File: src/rtl/master_out_port_pkg.sv
// Shared bus definitions for the master output port and the matching slave input port.
// Holds the field widths, the state encoding and the burst-length helper.
package master_out_port_pkg;

  localparam int ADDR_W  = 12;
  localparam int DATA_W  = 8;
  localparam int BURST_W = 12;
  localparam int CNT_W   = 4;

  // Bit counter values on the final serial bit of an address beat / data-only beat
  localparam logic [CNT_W-1:0] ADDR_LAST = CNT_W'(ADDR_W - 2);
  localparam logic [CNT_W-1:0] DATA_LAST = CNT_W'(DATA_W - 2);

  typedef enum logic [2:0] {
    IDLE      = 3'd0,
    ADDR_REQ  = 3'd1,
    ADDR_TX   = 3'd2,
    BURST_REQ = 3'd3,
    BURST_TX  = 3'd4
  } bus_state_e;

  // A requested burst of zero beats still moves one beat.
  function automatic logic [BURST_W-1:0] eff_burst(input logic [BURST_W-1:0] b);
    return (b == '0) ? BURST_W'(1) : b;
  endfunction

endpackage

File: src/rtl/master_out_port_piso.sv
// Parallel-load, LSB-first shift register; zeros shift in from the top.
// Load has priority over shift.
module bus_piso #(
  parameter int W = 8
) (
  input  logic         clk,
  input  logic         reset,
  input  logic         load,
  input  logic         shift,
  input  logic [W-1:0] din,
  output logic         dout
);

  logic [W-1:0] sr_q, sr_d;

  always_comb begin
    sr_d = sr_q;
    if (load) begin
      sr_d = din;
    end else if (shift) begin
      sr_d = {1'b0, sr_q[W-1:1]};
    end
  end

  always_ff @(posedge clk or posedge reset) begin
    if (reset) begin
      sr_q <= '0;
    end else begin
      sr_q <= sr_d;
    end
  end

  assign dout = sr_q[0];

endmodule

File: src/rtl/master_out_port.sv
// Serial bus master: sends a 12-bit address + 8-bit data first beat, then
// data-only beats for the rest of the burst, LSB first on two serial lines.
module master_out_port
  import master_out_port_pkg::*;
(
  input  logic               clk,
  input  logic               reset,
  input  logic               start,
  input  logic [ADDR_W-1:0]  address,
  input  logic [DATA_W-1:0]  data,
  input  logic               read_en,
  input  logic               write_en,
  input  logic [BURST_W-1:0] burst,
  input  logic               slave_ready,
  output logic               master_valid,
  output logic               tx_address,
  output logic               tx_data,
  output logic               read_en_out,
  output logic               write_en_out,
  output logic               busy,
  output logic               data_req,
  output logic               tx_done,
  output logic [BURST_W-1:0] beat_count,
  output bus_state_e         state_dbg
);

  // Handshake: a beat is accepted on the rising clk edge where master_valid and
  // slave_ready are both high; master_valid never drops before that edge and
  // bit 0 of the beat stays on the lines while it waits.
  bus_state_e         state_q, state_d;
  logic [CNT_W-1:0]   bit_cnt_q, bit_cnt_d;
  logic [BURST_W-1:0] beat_count_q, beat_count_d;
  logic [BURST_W-1:0] burst_q, burst_d;
  logic               rd_q, rd_d, wr_q, wr_d;
  logic               data_req_q, data_req_d;
  logic               tx_done_q, tx_done_d;

  logic               handshake, end_beat;
  logic               addr_load, addr_shift, data_load, data_shift;
  logic [DATA_W-1:0]  data_din;
  logic               addr_bit, data_bit;
  logic [BURST_W-1:0] beat_inc;

  assign handshake = master_valid & slave_ready;
  assign beat_inc  = beat_count_q + BURST_W'(1);

  always_comb begin
    state_d      = state_q;
    bit_cnt_d    = bit_cnt_q;
    beat_count_d = beat_count_q;
    burst_d      = burst_q;
    rd_d         = rd_q;
    wr_d         = wr_q;
    data_req_d   = 1'b0;
    tx_done_d    = 1'b0;
    end_beat     = 1'b0;
    addr_load    = 1'b0;
    addr_shift   = 1'b0;
    data_load    = 1'b0;
    data_shift   = 1'b0;
    data_din     = wr_q ? data : '0;

    case (state_q)
      IDLE: begin
        if (start && (read_en ^ write_en)) begin
          state_d      = ADDR_REQ;
          rd_d         = read_en;
          wr_d         = write_en;
          burst_d      = eff_burst(burst);
          beat_count_d = '0;
          bit_cnt_d    = '0;
          addr_load    = 1'b1;
          data_load    = 1'b1;
          data_din     = write_en ? data : '0;
        end
      end
      ADDR_REQ: begin
        if (handshake) begin
          state_d    = ADDR_TX;
          addr_shift = 1'b1;
          data_shift = 1'b1;
          bit_cnt_d  = '0;
        end
      end
      ADDR_TX: begin
        addr_shift = 1'b1;
        data_shift = 1'b1;
        bit_cnt_d  = bit_cnt_q + CNT_W'(1);
        end_beat   = (bit_cnt_q == ADDR_LAST);
      end
      BURST_REQ: begin
        // First cycle is the data_req gap: next-beat data is loaded, valid stays low.
        if (data_req_q) begin
          data_load = 1'b1;
        end else if (handshake) begin
          state_d    = BURST_TX;
          data_shift = 1'b1;
          bit_cnt_d  = '0;
        end
      end
      BURST_TX: begin
        data_shift = 1'b1;
        bit_cnt_d  = bit_cnt_q + CNT_W'(1);
        end_beat   = (bit_cnt_q == DATA_LAST);
      end
      default: state_d = IDLE;
    endcase

    if (end_beat) begin
      beat_count_d = beat_inc;
      if (beat_inc == burst_q) begin
        state_d   = IDLE;
        tx_done_d = 1'b1;
        rd_d      = 1'b0;
        wr_d      = 1'b0;
      end else begin
        state_d    = BURST_REQ;
        data_req_d = 1'b1;
      end
    end
  end

  always_ff @(posedge clk or posedge reset) begin
    if (reset) begin
      state_q      <= IDLE;
      bit_cnt_q    <= '0;
      beat_count_q <= '0;
      burst_q      <= '0;
      rd_q         <= 1'b0;
      wr_q         <= 1'b0;
      data_req_q   <= 1'b0;
      tx_done_q    <= 1'b0;
    end else begin
      state_q      <= state_d;
      bit_cnt_q    <= bit_cnt_d;
      beat_count_q <= beat_count_d;
      burst_q      <= burst_d;
      rd_q         <= rd_d;
      wr_q         <= wr_d;
      data_req_q   <= data_req_d;
      tx_done_q    <= tx_done_d;
    end
  end

  bus_piso #(.W(ADDR_W)) u_addr_piso (
    .clk   (clk),
    .reset (reset),
    .load  (addr_load),
    .shift (addr_shift),
    .din   (address),
    .dout  (addr_bit)
  );

  bus_piso #(.W(DATA_W)) u_data_piso (
    .clk   (clk),
    .reset (reset),
    .load  (data_load),
    .shift (data_shift),
    .din   (data_din),
    .dout  (data_bit)
  );

  // All outputs are decoded from flops only, so reset clears them immediately.
  assign busy         = (state_q != IDLE);
  assign master_valid = (state_q == ADDR_REQ) || ((state_q == BURST_REQ) && !data_req_q);
  assign tx_address   = addr_bit & ((state_q == ADDR_REQ) || (state_q == ADDR_TX));
  assign tx_data      = data_bit & busy & ~data_req_q;
  assign read_en_out  = rd_q;
  assign write_en_out = wr_q;
  assign data_req     = data_req_q;
  assign tx_done      = tx_done_q;
  assign beat_count   = beat_count_q;
  assign state_dbg    = state_q;

endmodule

File: config.mk
export PLATFORM = sky130hd
export DESIGN_NAME = master_out_port
export DESIGN_NICKNAME = d
export VERILOG_FILES = /design/src/rtl/master_out_port_pkg.sv /design/src/rtl/master_out_port_piso.sv /design/src/rtl/master_out_port.sv
export SDC_FILE = /design/constraint.sdc
export NUM_CORES = 1
export LEC_CHECK = 0
export CAP_MARGIN = 20
export CELL_PAD_IN_SITES_DETAIL_PLACEMENT = 0
export CELL_PAD_IN_SITES_GLOBAL_PLACEMENT = 1
export CORE_MARGIN = 2
export CORE_UTILIZATION = 39
export DETAILED_ROUTE_END_ITERATION = 10
export GPL_TIMING_DRIVEN = 1
export HOLD_SLACK_MARGIN = 0.05
export PLACE_DENSITY_LB_ADDON = 0.25
export SYNTH_ARGS = -nofsm -noshare
export SYNTH_HDL_FRONTEND = slang
export SYNTH_SLANG_ARGS = --single-unit
File: constraint.sdc
create_clock -name clk -period 2.3 [get_ports clk]
set_input_delay 0.345 -clock clk [delete_from_list [all_inputs] [get_ports clk]]
set_output_delay 0.345 -clock clk [all_outputs]
set_load 0.05 [all_outputs]
==> reports/metrics.yaml <==
fill_cells: 733
netlist-cell-type-count: 51
ios: 61
finClkSkew_ns: 0.00773
dpl_cell_area_um2: 3840
grt.overflow.total: 0
dieHeight_um: 92.0
drive_gt1_share_pct: 11.6
start_kind: "flop"
synth-main-ff-cell: "dfrtp_1"
vias: 2633
initial_core_util_pct: 39.7
path_class: "reg -> reg"
chipWidth_um: 92.0
syn_area_um2: 3020
relSlewSlack_pct: 63.2
postRouteAntennaNets: 0
grt_max_degree: 39
power_density_nw_per_um2: 989
max_cap_violations: 0
path_clk_slew_ns: 0.11
power_mw: 3.92
cp_data_required_time_ns: 2.50
p_leak_nw: 1.82
max_slew.worst_pin.slew_ns: 0.552
cp_max_fo: 10
clockBufferDepth: 2
final-hold-violation-count: 0
synthTopCellsByCount: "nand2_1, dfrtp_1, o21ai_0"
synth_most_common_cell: "nand2_1"
area_delta_synth_final_pct: 31.5
rr_startpoint: "beat_count[2]$_DFFE_PP0P_"
routed_wl_um: 6800
grt_first_pass_wirelength_um: 11700
vias_per_cell: 5.19
whs_ns: 0.344
ir_worst_vdd_v: 0.000398
first_iter_violations: 135
critPathLaunch: "beat_count[2]$_DFFE_PP0P_"
max_clock_freq_ghz: 0.464
antenna_found_initial: 0
post-route-period-util_pct: 93.7
drc: 0
avgSynthCellArea_um2: 8.98
dieArea_um2: 8460
worstPathCellList: "and4_4, nand2_1, o31a_1, or4_4, nor3_4, nor2_1"
slowest_stage: "or4_4"
dp_hpwl_um: 5240
syn_inst: 336
post-synth-top-area-fraction_pct: 45.6
cts_made_buffers: 5
yosys_warnings: 0
grt_pass1_vias: 2544
worstSetupEndpointType: "flop"
track_usage_pct: 17.0
cp_top_family: "simple AND/OR/NAND/NOR gates"
arrival_ns: 2.35
core.rowCount: 32
yosys.area.top_type: "dfrtp_1"
slowest_delay_ns: 0.58
status: "finished, final reports clean"
synth-edff-count: 0
synth_area_leaders: "dfrtp_1, nand2_1, o21ai_0"
design_area_um2: 3970
wl_per_cell_um: 13.4
ys_ff_latch: 55
layout_setup_ws_ns: 0.145
setup_viol: 0
tns_ns: 0
cts_tree: "done"
crit_buf_inv: 0
maxSlewViolCount: 0
rsz0062_at_grt: "no"
syn_nets: 377
core_area_um2: 7610
nNetsFinal: 445
clock_latency_ns: 0.31
gp_congestion: 0.842
root_buffer: "clkbuf_8"
io_buffers: 60
ys_async_sr_fraction_pct: 100
num_antenna_cells: 0
drtPass1Iterations: 4
clock_sinks: 55
cts_max_level: 2
pre_cts_ws_ns: 0.111
cts_hold_buf: 0
min_period_ns: 2.15
min_path_type: "in -> async"
ys_seq_area_share_pct: 45.6
==> routing by layer <==
| layer | routed length, µm | vias up | track usage (%) |
|---|---|---|---|
| met5 | 0 | - | 0 |
| met4 | 75 | 0 | 4.60 |
| met3 | 253 | 6 | 3.53 |
| met2 | 3240 | 54 | 27.2 |
| met1 | 3230 | 1268 | 23.5 |
| li1 | - | 1305 | - |
==> metrics by stage <==
stage	utilization, %	cells
2_1_floorplan	-	336
3_3_place_gp	50.5	499
3_5_place_dp	50.5	499
4_1_cts	52.0	507
5_1_grt	52.2	507
6_report	52.2	507
==> kinds of logic (layout without fill, tap and decap cells) <==
logic type | after synthesis | after routing | synth area share, %
adders and majority gates | 3 | 3 | 1.24
muxes | 19 | 19 | 6.34
buffers and inverters | 29 | 98 | 4.06
DFF | 55 | 55 | 45.6
and+or+nand+nor | 129 | 129 | 20.4
xor gates and xnor gates | 16 | 16 | 5.10
AOI/OAI and AO/OA | 85 | 85 | 17.2
==> flip-flops by register name, indices dropped and copies added, names as in the netlist <==
| name | cells |
|---|---|
| state_dbg | 3 |
| bit_cnt_q | 4 |
| tx_done | 1 |
| write_en_out | 1 |
| u_addr_piso.sr_q | 12 |
| read_en_out | 1 |
| burst_q | 12 |
| beat_count | 12 |
| data_req | 1 |
| u_data_piso.sr_q | 8 |
==> what timing repair did <==
item / CTS / global route
buffers inserted: 0 / 0
resized for setup: 0 / 2
setup endpoints to repair: 0 / 2
==> where the power goes <==
group | leakage, nW | switching, mW | internal (mW)
logic | 1.04 | 1.03 | 0.762
clock network | 0.0587 | 0.332 | 0.331
registers | 0.717 | 0.201 | 1.27
total | 1.82 | 1.56 | 2.36
==> worst paths after layout <==
check	slack, ns	depth (start not counted)	to
setup / recovery	0.15	6	write_en_out$_DFF_PP0_
hold / removal	0.34	2	beat_count[7]$_DFFE_PP0P_
setup reg to reg	0.15	6	write_en_out$_DFF_PP0_
hold reg to reg	0.49	2	u_addr_piso.sr_q[5]$_DFFE_PP0P_
max in group asynchronous	1.42	3	beat_count[10]$_DFFE_PP0P_
min in group clk	0.49	2	u_addr_piso.sr_q[5]$_DFFE_PP0P_
==> area by class of cell <==
class                      count  area, µm²  area share (%)
sequential                    55       1380            34.8
multi-input combinational    252       1540            38.8
tap                          102        128            3.22
timing repair buffer          80        766            19.3
clock inverter                 3       47.5            1.20
clock buffer                   5       68.8            1.73
inverter                      10       37.5           0.946
==> cells in the final DEF, fill, tap and decap left out, drive strengths merged, types with 2 or more instances in the layout <==
cell           netlist  routed
nand2               73      73
clkdlybuf4s50        0      56
dfrtp               55      55
o21ai               42      42
buf                  8      24
mux2i               18      18
a21oi               14      14
nor2                11      11
inv                 10      11
xor2                 8       8
nand2b               8       8
nand3                7       7
xnor2                7       7
nor2b                5       5
clkbuf              11       5
and3                 4       4
o31ai                4       4
a31oi                4       4
nor3                 4       4
a21o                 3       3
o211ai               3       3
nand4                3       3
nor4                 3       3
and2                 3       3
ha                   3       3
nor4bb               2       2
o41ai                2       2
nor3b                2       2
a32o                 2       2
and4                 2       2
(Power assumes the default switching activity.)
